## config.mk

```make
export PLATFORM = sky130hd
export DESIGN_NAME = arbitration_requestor_client
export DESIGN_NICKNAME = d
export VERILOG_FILES = /design/src/rtl/arbitration_requestor_client_pkg.sv /design/src/rtl/arbitration_requestor_client.sv
export SDC_FILE = /design/constraint.sdc
export NUM_CORES = 1
export LEC_CHECK = 0
export CAP_MARGIN = 20
export CORE_ASPECT_RATIO = 0.6
export CORE_MARGIN = 2
export CORE_UTILIZATION = 30
export DETAILED_ROUTE_END_ITERATION = 8
export GPL_ROUTABILITY_DRIVEN = 0
export PLACE_DENSITY = 0.81
export SLEW_MARGIN = 10
export SYNTH_ARGS = -nofsm -noshare
export SYNTH_HDL_FRONTEND = slang
export SYNTH_SLANG_ARGS = --single-unit
```

## constraint.sdc

```tcl
create_clock -name clk -period 5.7 [get_ports clk]
set_clock_uncertainty 0.05 [all_clocks]
set_input_delay 1.71 -clock clk [delete_from_list [all_inputs] [get_ports clk]]
set_output_delay 1.71 -clock clk [all_outputs]
set_load 0.005 [all_outputs]
```

## src/rtl/arbitration_requestor_client_pkg.sv

```systemverilog
// rtl/arbitration_requestor_client_pkg.sv - shared state encoding and width helper for the requestor client
package arbitration_requestor_client_pkg;

    typedef enum logic [1:0] {
        ST_IDLE    = 2'd0,
        ST_REQ     = 2'd1,
        ST_XFER    = 2'd2,
        ST_RELEASE = 2'd3
    } state_e;

    function automatic int clog2(input int value);
        int r;
        r = 0;
        while ((1 << r) < value) begin
            r = r + 1;
        end
        return r;
    endfunction

endpackage

```

## src/rtl/arbitration_requestor_client.sv

```systemverilog
// rtl/arbitration_requestor_client.sv - requests the shared bus, streams one burst, returns the grant
module arbitration_requestor_client
    import arbitration_requestor_client_pkg::*;
#(
    parameter int  C_DATA_WIDTH    = 32,
    parameter int  C_MAX_BURST_LEN = 16,
    localparam int C_LEN_WIDTH     = clog2(C_MAX_BURST_LEN)
) (
    input  logic                    clk,
    input  logic                    rst_n,
    input  logic                    cmd_valid,
    output logic                    cmd_ready,
    input  logic [C_LEN_WIDTH-1:0]  cmd_len,
    output logic                    request,
    input  logic                    grant,
    output logic                    grant_release,
    input  logic                    src_valid,
    output logic                    src_ready,
    input  logic [C_DATA_WIDTH-1:0] src_data,
    output logic                    bus_valid,
    input  logic                    bus_ready,
    output logic [C_DATA_WIDTH-1:0] bus_data,
    output logic                    bus_last,
    output logic                    grant_err
);

    state_e                 state_q, state_d;
    logic [C_LEN_WIDTH-1:0] len_q, len_d;
    logic [C_LEN_WIDTH-1:0] cnt_q, cnt_d;
    logic                   req_first_q, req_first_d;
    logic                   err_q, err_d;
    logic                   in_xfer;
    logic                   beat;

    always_ff @(posedge clk or negedge rst_n) begin
        if (!rst_n) begin
            state_q     <= ST_IDLE;
            len_q       <= '0;
            cnt_q       <= '0;
            req_first_q <= 1'b0;
            err_q       <= 1'b0;
        end else begin
            state_q     <= state_d;
            len_q       <= len_d;
            cnt_q       <= cnt_d;
            req_first_q <= req_first_d;
            err_q       <= err_d;
        end
    end

    assign in_xfer       = (state_q == ST_XFER);
    assign cmd_ready     = (state_q == ST_IDLE);
    assign request       = (state_q == ST_REQ) || in_xfer;
    assign grant_release = (state_q == ST_RELEASE);
    assign bus_valid     = in_xfer & src_valid;
    assign src_ready     = in_xfer & bus_ready;
    assign bus_data      = src_data;
    assign bus_last      = in_xfer & (cnt_q == len_q);
    assign grant_err     = err_q;
    assign beat          = bus_valid & bus_ready;

    always_comb begin
        state_d     = state_q;
        len_d       = len_q;
        cnt_d       = cnt_q;
        req_first_d = 1'b0;
        err_d       = err_q;
        case (state_q)
            ST_IDLE: begin
                if (grant) begin
                    err_d = 1'b1;
                end
                if (cmd_valid) begin
                    len_d       = cmd_len;
                    cnt_d       = '0;
                    req_first_d = 1'b1;
                    state_d     = ST_REQ;
                end
            end
            ST_REQ: begin
                // The arbiter registers our request, so a grant seen in the first
                // REQ cycle is stale and must not start the transfer.
                if (req_first_q) begin
                    if (grant) begin
                        err_d = 1'b1;
                    end
                end else if (grant) begin
                    state_d = ST_XFER;
                end
            end
            ST_XFER: begin
                if (!grant) begin
                    err_d = 1'b1;
                end
                if (beat) begin
                    if (bus_last) begin
                        state_d = ST_RELEASE;
                    end else begin
                        cnt_d = cnt_q + 1'b1;
                    end
                end
            end
            ST_RELEASE: begin
                state_d = ST_IDLE;
            end
            default: begin
                state_d = ST_IDLE;
            end
        endcase
    end

endmodule

```

==> reports/qor_table.md, run 1 <==
| Stage | Parameter | This run |
|:---|:---|:---|
| outcome | Status | finished clean |
| sta | Number of hold violations in the final report | 0 |
| worst setup path | Max Fanout on Critical Path | 3 |
| worst setup path | Critical-path cell list | clkdlybuf4s50_1 > and2_1 > clkdlybuf4s50_1 |
| sta | Final setup margin | 1110 ps |
| clocking | Root buffer cell | clkbuf_8 |
| clocking | Clock latency on the worst-skew pair | 240 ps |
| finish | Post-layout util | 0.330 |
| sta | Post-Route Setup TNS | 0 ps |
| clocking | CTS tree | built |
| worst setup path | WS Path Type | in2out |
| finish | Number of antenna diodes | 0 |
| synthesis | Syn Std Cell Area | 945 µm² |
| drt | Average vias per placed instance | 4.57 |
| finish | Number of nets in the finished design | 130 |
| worst setup path | Slowest-stage cell, CP | clkdlybuf4s50_1 |
| clocking | Number of buffers on the longest clock path | 2 |
| worst hold path | Path class of the lowest-slack min-delay path | reg2reg |
| synthesis | Top cells by area, synth | dfrtp_1, buf_4, ha_1 |
| placement | Setup Slack @ Placement | 1110 ps |
| worst setup path | Slowest Stage Delay on Critical Path | 490 ps |
| sta | Tightest Pin Transition | 557 ps |
| clocking | Clock buffer count from CTS | 3 |
| synthesis | Register bit count reported by yosys | 12 |
| drt | Routed WL per cell | 13.2 µm |
| worst setup path | Category of the worst setup path capture point | primary output |
| placement | Number of buffer cells added on primary ports | 16 |
| synthesis | Yosys top cell by area | dfrtp_1 |
| floorplan | Chip width | 76.4 µm |
| clocking | Post-CTS Hold Buffers | 0 |
| global routing | First-pass GRT wire length | 2670 µm |
| global routing | Largest net degree at the start of global routing | 13 |
| global routing | Antenna violations before repair | 0 |
| sta | Final critical-path share of the clock period | 0.805 |
| finish | Share of cells above drive strength 1 | 0.159 |
| power | Pwr Total | 0.000491 W |
| placement | Hpwl dp | 1280 µm |
| drt | Post-route ant nets | 0 |
| floorplan | Die area | 0.00363 mm² |
| sta | Min Tclk post-route | 4590 ps |
| power | Leak pwr | 0.413 nW |
| worst setup path | Worst Path Arrival | 2830 ps |
| clocking | Post-CTS setup repair buffer count | 0 |
| clocking | Post-CTS Resized | 0 |
| floorplan | Count of boundary I/O pins | 81 |
| run | Number of maximum-capacitance constraint violations | 0 |
| drt | Vias | 567 |
| sta | Final max-slew violation count | 0 |
| synthesis | Number of distinct library cells after synthesis | 28 |
| clocking | # H-tree levels | 1 |
| clocking | Clock sinks | 12 |
| sta | RSZ-0062 raised after global routing | false |
| drt | Wire length after detailed routing | 1640 µm |
| sta | Setup-violating endpoint count in the final report | 0 |
| placement | Number of instances in the placed design | 120 |
| power | Power per cell area | 507 mW/mm² |
| floorplan | Die H | 47.5 µm |
| drt | Number of DRC violations after detailed-routing iteration 0 | 12 |
| global routing | Residual overflow from global routing | 0 |
| global routing | Global routing usage summed across all routing layers | 0.0996 |
| synthesis | Yosys warnings | 0 |
| global routing | Via count of the first global-routing pass | 582 |
| clocking | Clock-pin transition on the worst setup and hold timing paths | 50 ps |
| synthesis | Sequential element share of the synthesized area | 0.318 |
| synthesis | Area fraction of the dominant cell type after synthesis | 0.318 |
| finish | Finished Layout Cells | 124 |
| finish | Most common cell after layout, fill and taps aside | clkdlybuf4s50_1 |
| sta | Worst slew margin relative to its limit | 0.627 |
| floorplan | Area inside the core boundary | 0.00293 mm² |
| power | Worst supply voltage drop on vdd | 0.000183 V |
| worst setup path | Cell occurring most often along the worst timing path | clkdlybuf4s50_1 |
| drt | Count of unresolved DRC violations after routing | 0 |
| drt | Number of optimization iterations in the first detailed-route pass | 4 |
| worst setup path | Category of the worst setup path launch point | primary input |
| finish | Area Overhead vs Synth | 2.38% |
| synthesis | Syn_nets | 142 |
| finish | Top library cells by usage in the layout, fill and taps aside | clkdlybuf4s50_1, dfrtp_1, inv_1 |
| floorplan | Number of cell rows | 15 |
| worst setup path | Worst EP required | 3940 ps |
| synthesis | Syn avg cell area | 9.94 µm² |
| floorplan | Initial cell density of the core | 0.323 |
| synthesis | Post-Synthesis Cells | 95 |
| sta | Maximum operating frequency | 218 MHz |
[cells in the mapped netlist, drive strengths merged]
library cell	count
buf	33
dfrtp	12
inv	7
ha	5
mux2	5
xor2	5
o21ai	4
and2	3
mux2i	2
nand2	2
nor2	2
nor3	2
a2111oi	1
a211oi	1
a21boi	1
a22oi	1
nand2b	1
nand3	1
nand3b	1
nor2b	1
nor4	1
o21bai	1
o2bb2ai	1
o41ai	1
or3	1
[area by class of cell]
| cell class | count | area [µm²] |
|---|---|---|
| Fill cell | 298 | 1960 |
| Inverter | 7 | 26.3 |
| Multi-Input combinational cell | 43 | 373 |
| Timing Repair Buffer | 16 | 160 |
| Clock buffer | 4 | 55.1 |
| Tap cell | 42 | 52.6 |
| Sequential cell | 12 | 300 |
[kinds of logic (layout without fill, tap and decap cells)]
group | Yosys count | in the layout | synth area share
buffers and inverters | 40 | 27 | 0.287
AND/OR/NAND/NOR | 15 | 15 | 0.0901
flip-flops | 12 | 12 | 0.318
AO/OA/AOI/OAI | 11 | 11 | 0.107
multiplexers | 7 | 7 | 0.0848
adder cells (fa/ha/maj) | 5 | 5 | 0.0662
XOR/XNOR | 5 | 5 | 0.0464
[worst paths after layout]
path,startpoint,endpoint,slack (ps),cells past startpoint
setup / recovery,bus_ready,src_ready,1110,3
hold / removal,grant_err$_DFFE_PN0P_,grant_err$_DFFE_PN0P_,420,1
setup reg to reg,state_q[0]$_DFFE_PN0P_,state_q[1]$_DFFE_PN0P_,3720,6
hold reg to reg,grant_err$_DFFE_PN0P_,grant_err$_DFFE_PN0P_,420,1
max in group asynchronous,rst_n,grant_err$_DFFE_PN0P_,3450,1
min in group asynchronous,rst_n,cnt_q[1]$_DFFE_PN0P_,1780,1
[report_power, final]
group | switching, W | internal, W | total [W] | leakage [nW]
clock network | 0.0000305 | 0.0000609 | 0.0000914 | 0.0288
registers | 0.0000309 | 0.000119 | 0.000150 | 0.147
logic | 0.000123 | 0.000126 | 0.000250 | 0.237
total | 0.000185 | 0.000306 | 0.000491 | 0.413
[state kept, by name, indices dropped and copies added (netlist names)]
register     cells
len_q            4
req_first_q      1
grant_err        1
state_q          2
cnt_q            4
[layer usage]
metal,GRT usage,part of all wire
met5,0,0
met4,0.0800,0.045
met3,0.0453,0.075
met2,0.170,0.47
met1,0.102,0.41
[stage by stage]
step                      cell area [µm²]  hold WS [ps]
after floorplan                       945           412
after global placement                912           410
after detailed placement              912           419
after CTS                             967           431
after global routing                  967           463
final                                 967           423
[worst max-delay path: cells and delay by family]
family                 cells  cell delay (ps)
buffers and inverters      2              980
AND/OR/NAND/NOR            1              130
No activity file was read; power rests on OpenSTA's default activity.
==> run 2, diff against run 1 <==
- clock period: 5.7 -> 4.4 ns (I/O delays scaled with it)
==> run 2 against run 1 <==
Routed wire length up 0.92%; first-iteration DRC count down 8.3%; clock power up 29%; die area unchanged; largest power group unchanged; highest routed layer unchanged.
==> reports/qor_table.md, run 2 (synthesis results as in run 1) <==
| Stage | Parameter | This run | vs previous |
|:---|:---|:---|:---|
| outcome | Status | finished clean |  |
| finish | Largest registers | cnt_q (4), len_q (4), state_q (2) |  |
| finish | Number of antenna diodes | 0 | unchanged |
| clocking | Clock buffer count from CTS | 3 | unchanged |
| worst setup path | Worst R2R End | state_q[1]$_DFFE_PN0P_ |  |
| floorplan | Die area | 0.00363 mm² | unchanged |
| sta | Tightest Pin Transition | 563 ps | +5.14 ps |
| worst setup path | Worst path buffer plus inverter count | 2 | unchanged |
| worst setup path | Reg-to-Reg Start | state_q[0]$_DFFE_PN0P_ |  |
| finish | Finished layout cell area | 967 µm² | unchanged |
| worst setup path | Category of the worst setup path capture point | primary output |  |
| clocking | Post-CTS Resized | 0 | unchanged |
| worst setup path | Critical-path cell list | clkdlybuf4s50_1 > and2_1 > clkdlybuf4s50_1 |  |
| sta | Final critical-path share of the clock period | 0.866 |  |
| floorplan | Die H | 47.5 µm | unchanged |
| worst setup path | End point of the critical path | bus_valid |  |
| sta | Maximum operating frequency | 262 MHz |  |
| sta | Min Tclk post-route | 3810 ps |  |
| finish | Number of fill cells in the layout | 303 | +1.7% |
| power | Pwr Total | 0.000636 W | +30% |
| finish | Finished Layout Cells | 124 | unchanged |
| drt | Wire length after detailed routing | 1650 µm | +0.92% |
| floorplan | Area inside the core boundary | 0.00293 mm² | unchanged |
| worst setup path | Worst Path Arrival | 2440 ps | -390 ps |
| global routing | Largest net degree at the start of global routing | 13 | unchanged |
| worst hold path | Path class of the lowest-slack min-delay path | reg2reg |  |
| finish | Top library cells by usage in the layout, fill and taps aside | clkdlybuf4s50_1, dfrtp_1, inv_1 |  |
| worst setup path | Worst EP required | 3030 ps | -910 ps |
| worst setup path | WS Path Type | in2out |  |
| worst setup path | Slowest Stage Delay on Critical Path | 500 ps | about the same |
| worst setup path | Worst reg2reg path depth | 6 | unchanged |
| drt | Vias | 581 | +2.5% |
| worst hold path | Worst hold path stage count | 1 | unchanged |
| worst setup path | Beginning of the critical path | src_valid |  |
| global routing | First-pass GRT wire length | 2710 µm | +1.5% |
| sta | Post-Route Setup TNS | 0 ps | unchanged |
| sta | Number of hold violations in the final report | 0 | unchanged |
| clocking | Clock latency on the worst-skew pair | 240 ps | about the same |
| sta | Worst slew margin relative to its limit | 0.624 | -0.00344 |
| global routing | Antenna violations before repair | 0 | unchanged |
| sta | Final max-slew violation count | 0 | unchanged |
| drt | Count of unresolved DRC violations after routing | 0 | unchanged |
| clocking | CTS tree | built |  |
| worst setup path | R2R setup slack | 2390 ps | -1330 ps |
| power | Power per cell area | 658 mW/mm² | +30% |
| finish | Number of nets in the finished design | 130 | unchanged |
| sta | RSZ-0062 raised after global routing | false |  |
| worst setup path | Max Fanout on Critical Path | 3 | unchanged |
| finish | Area Overhead vs Synth | 2.38% | unchanged |
| drt | Routed WL per cell | 13.3 µm | +0.92% |
| clocking | Number of buffers on the longest clock path | 2 | unchanged |
| drt | Post-route ant nets | 0 | unchanged |
| clocking | Post-CTS Hold Buffers | 0 | unchanged |
| placement | Number of buffer cells added on primary ports | 16 | unchanged |
| finish | Share of cells above drive strength 1 | 0.159 | unchanged |
| sta | Setup-violating endpoint count in the final report | 0 | unchanged |
| drt | Number of DRC violations after detailed-routing iteration 0 | 11 | -1 |
| clocking | Clock sinks | 12 | unchanged |
| worst setup path | Slowest-stage cell, CP | clkdlybuf4s50_1 |  |
| worst setup path | Cell occurring most often along the worst timing path | clkdlybuf4s50_1 |  |
| placement | Hpwl dp | 1270 µm | -0.21% |
| drt | Average vias per placed instance | 4.69 | +2.5% |
| placement | DP Area | 912 µm² | unchanged |
| floorplan | Count of boundary I/O pins | 81 | unchanged |
| worst setup path | Category of the worst setup path launch point | primary input |  |
| finish | Most common cell after layout, fill and taps aside | clkdlybuf4s50_1 |  |
| power | Leak pwr | 0.413 nW | unchanged |
| worst setup path | Logic depth of the worst path, buffers included | 3 | unchanged |
| global routing | Residual overflow from global routing | 0 | unchanged |
| global routing | Global routing usage summed across all routing layers | 0.0982 | -0.00143 |
| global routing | Via count of the first global-routing pass | 619 | +6.4% |
| placement | Number of instances in the placed design | 120 | unchanged |
| clocking | Clock-pin transition on the worst setup and hold timing paths | 50 ps | about the same |
| floorplan | Initial cell density of the core | 0.323 | unchanged |
| clocking | # H-tree levels | 1 | unchanged |
| run | Number of maximum-capacitance constraint violations | 0 | unchanged |
| drt | Number of optimization iterations in the first detailed-route pass | 4 | unchanged |
| sta | Worst hold slack | 418 ps | -5.01 ps |
| clocking | Post-CTS setup repair buffer count | 0 | unchanged |
| floorplan | Number of cell rows | 15 | unchanged |
| power | Worst supply voltage drop on vdd | 0.000211 V | +15% |
| worst setup path | Kind of cell adding the most delay to the critical path | buffers and inverters |  |
| clocking | Root buffer cell | clkbuf_8 |  |
| floorplan | Chip width | 76.4 µm | unchanged |
-- run 2: cell counts in the layout (fill, tap and decap cells not counted) --
Identical to the previous run, type by type.
-- run 2: layout make-up --
class | instances | area, µm² | share of cell area
Sequential cell | 12 | 300 | 0.310
Timing Repair Buffer | 16 | 160 | 0.166
Clock buffer | 4 | 55.1 | 0.0569
Multi-Input combinational cell | 43 | 373 | 0.386
Inverter | 7 | 26.3 | 0.0272
Tap cell | 42 | 52.6 | 0.0543
-- run 2: how the worst min path moves through the flow --
stage | startpoint | end | slack (ps)
after CTS | grant_err$_DFFE_PN0P_ | grant_err$_DFFE_PN0P_ | 430
after global placement | grant_err$_DFFE_PN0P_ | grant_err$_DFFE_PN0P_ | 410
after global routing | grant_err$_DFFE_PN0P_ | grant_err$_DFFE_PN0P_ | 450
final | grant_err$_DFFE_PN0P_ | grant_err$_DFFE_PN0P_ | 420
after floorplan | cnt_q[3]$_DFFE_PN0P_ | cnt_q[3]$_DFFE_PN0P_ | 410
after detailed placement | grant_err$_DFFE_PN0P_ | grant_err$_DFFE_PN0P_ | 420
-- run 2: metrics by stage --
stage	worst slack [ps]	util
floorplan	1570	-
global placement	611	0.312
detailed placement	585	0.312
CTS	586	0.330
global route	528	0.330
finish	589	0.330
-- run 2: power by group --
part           switching, W  leakage [nW]  internal, W
Clock             0.0000395        0.0288    0.0000789
Sequential        0.0000404         0.147     0.000154
Combinational      0.000160         0.237     0.000163
Total              0.000240         0.413     0.000396
-- run 2: routing by layer --
metal | global-route usage | vias up | routed length, µm
li1 | - | 253 | -
met1 | 0.0951 | 277 | 604
met2 | 0.181 | 39 | 831
met3 | 0.0415 | 12 | 135
met4 | 0.0764 | 0 | 78
met5 | 0 | - | 0
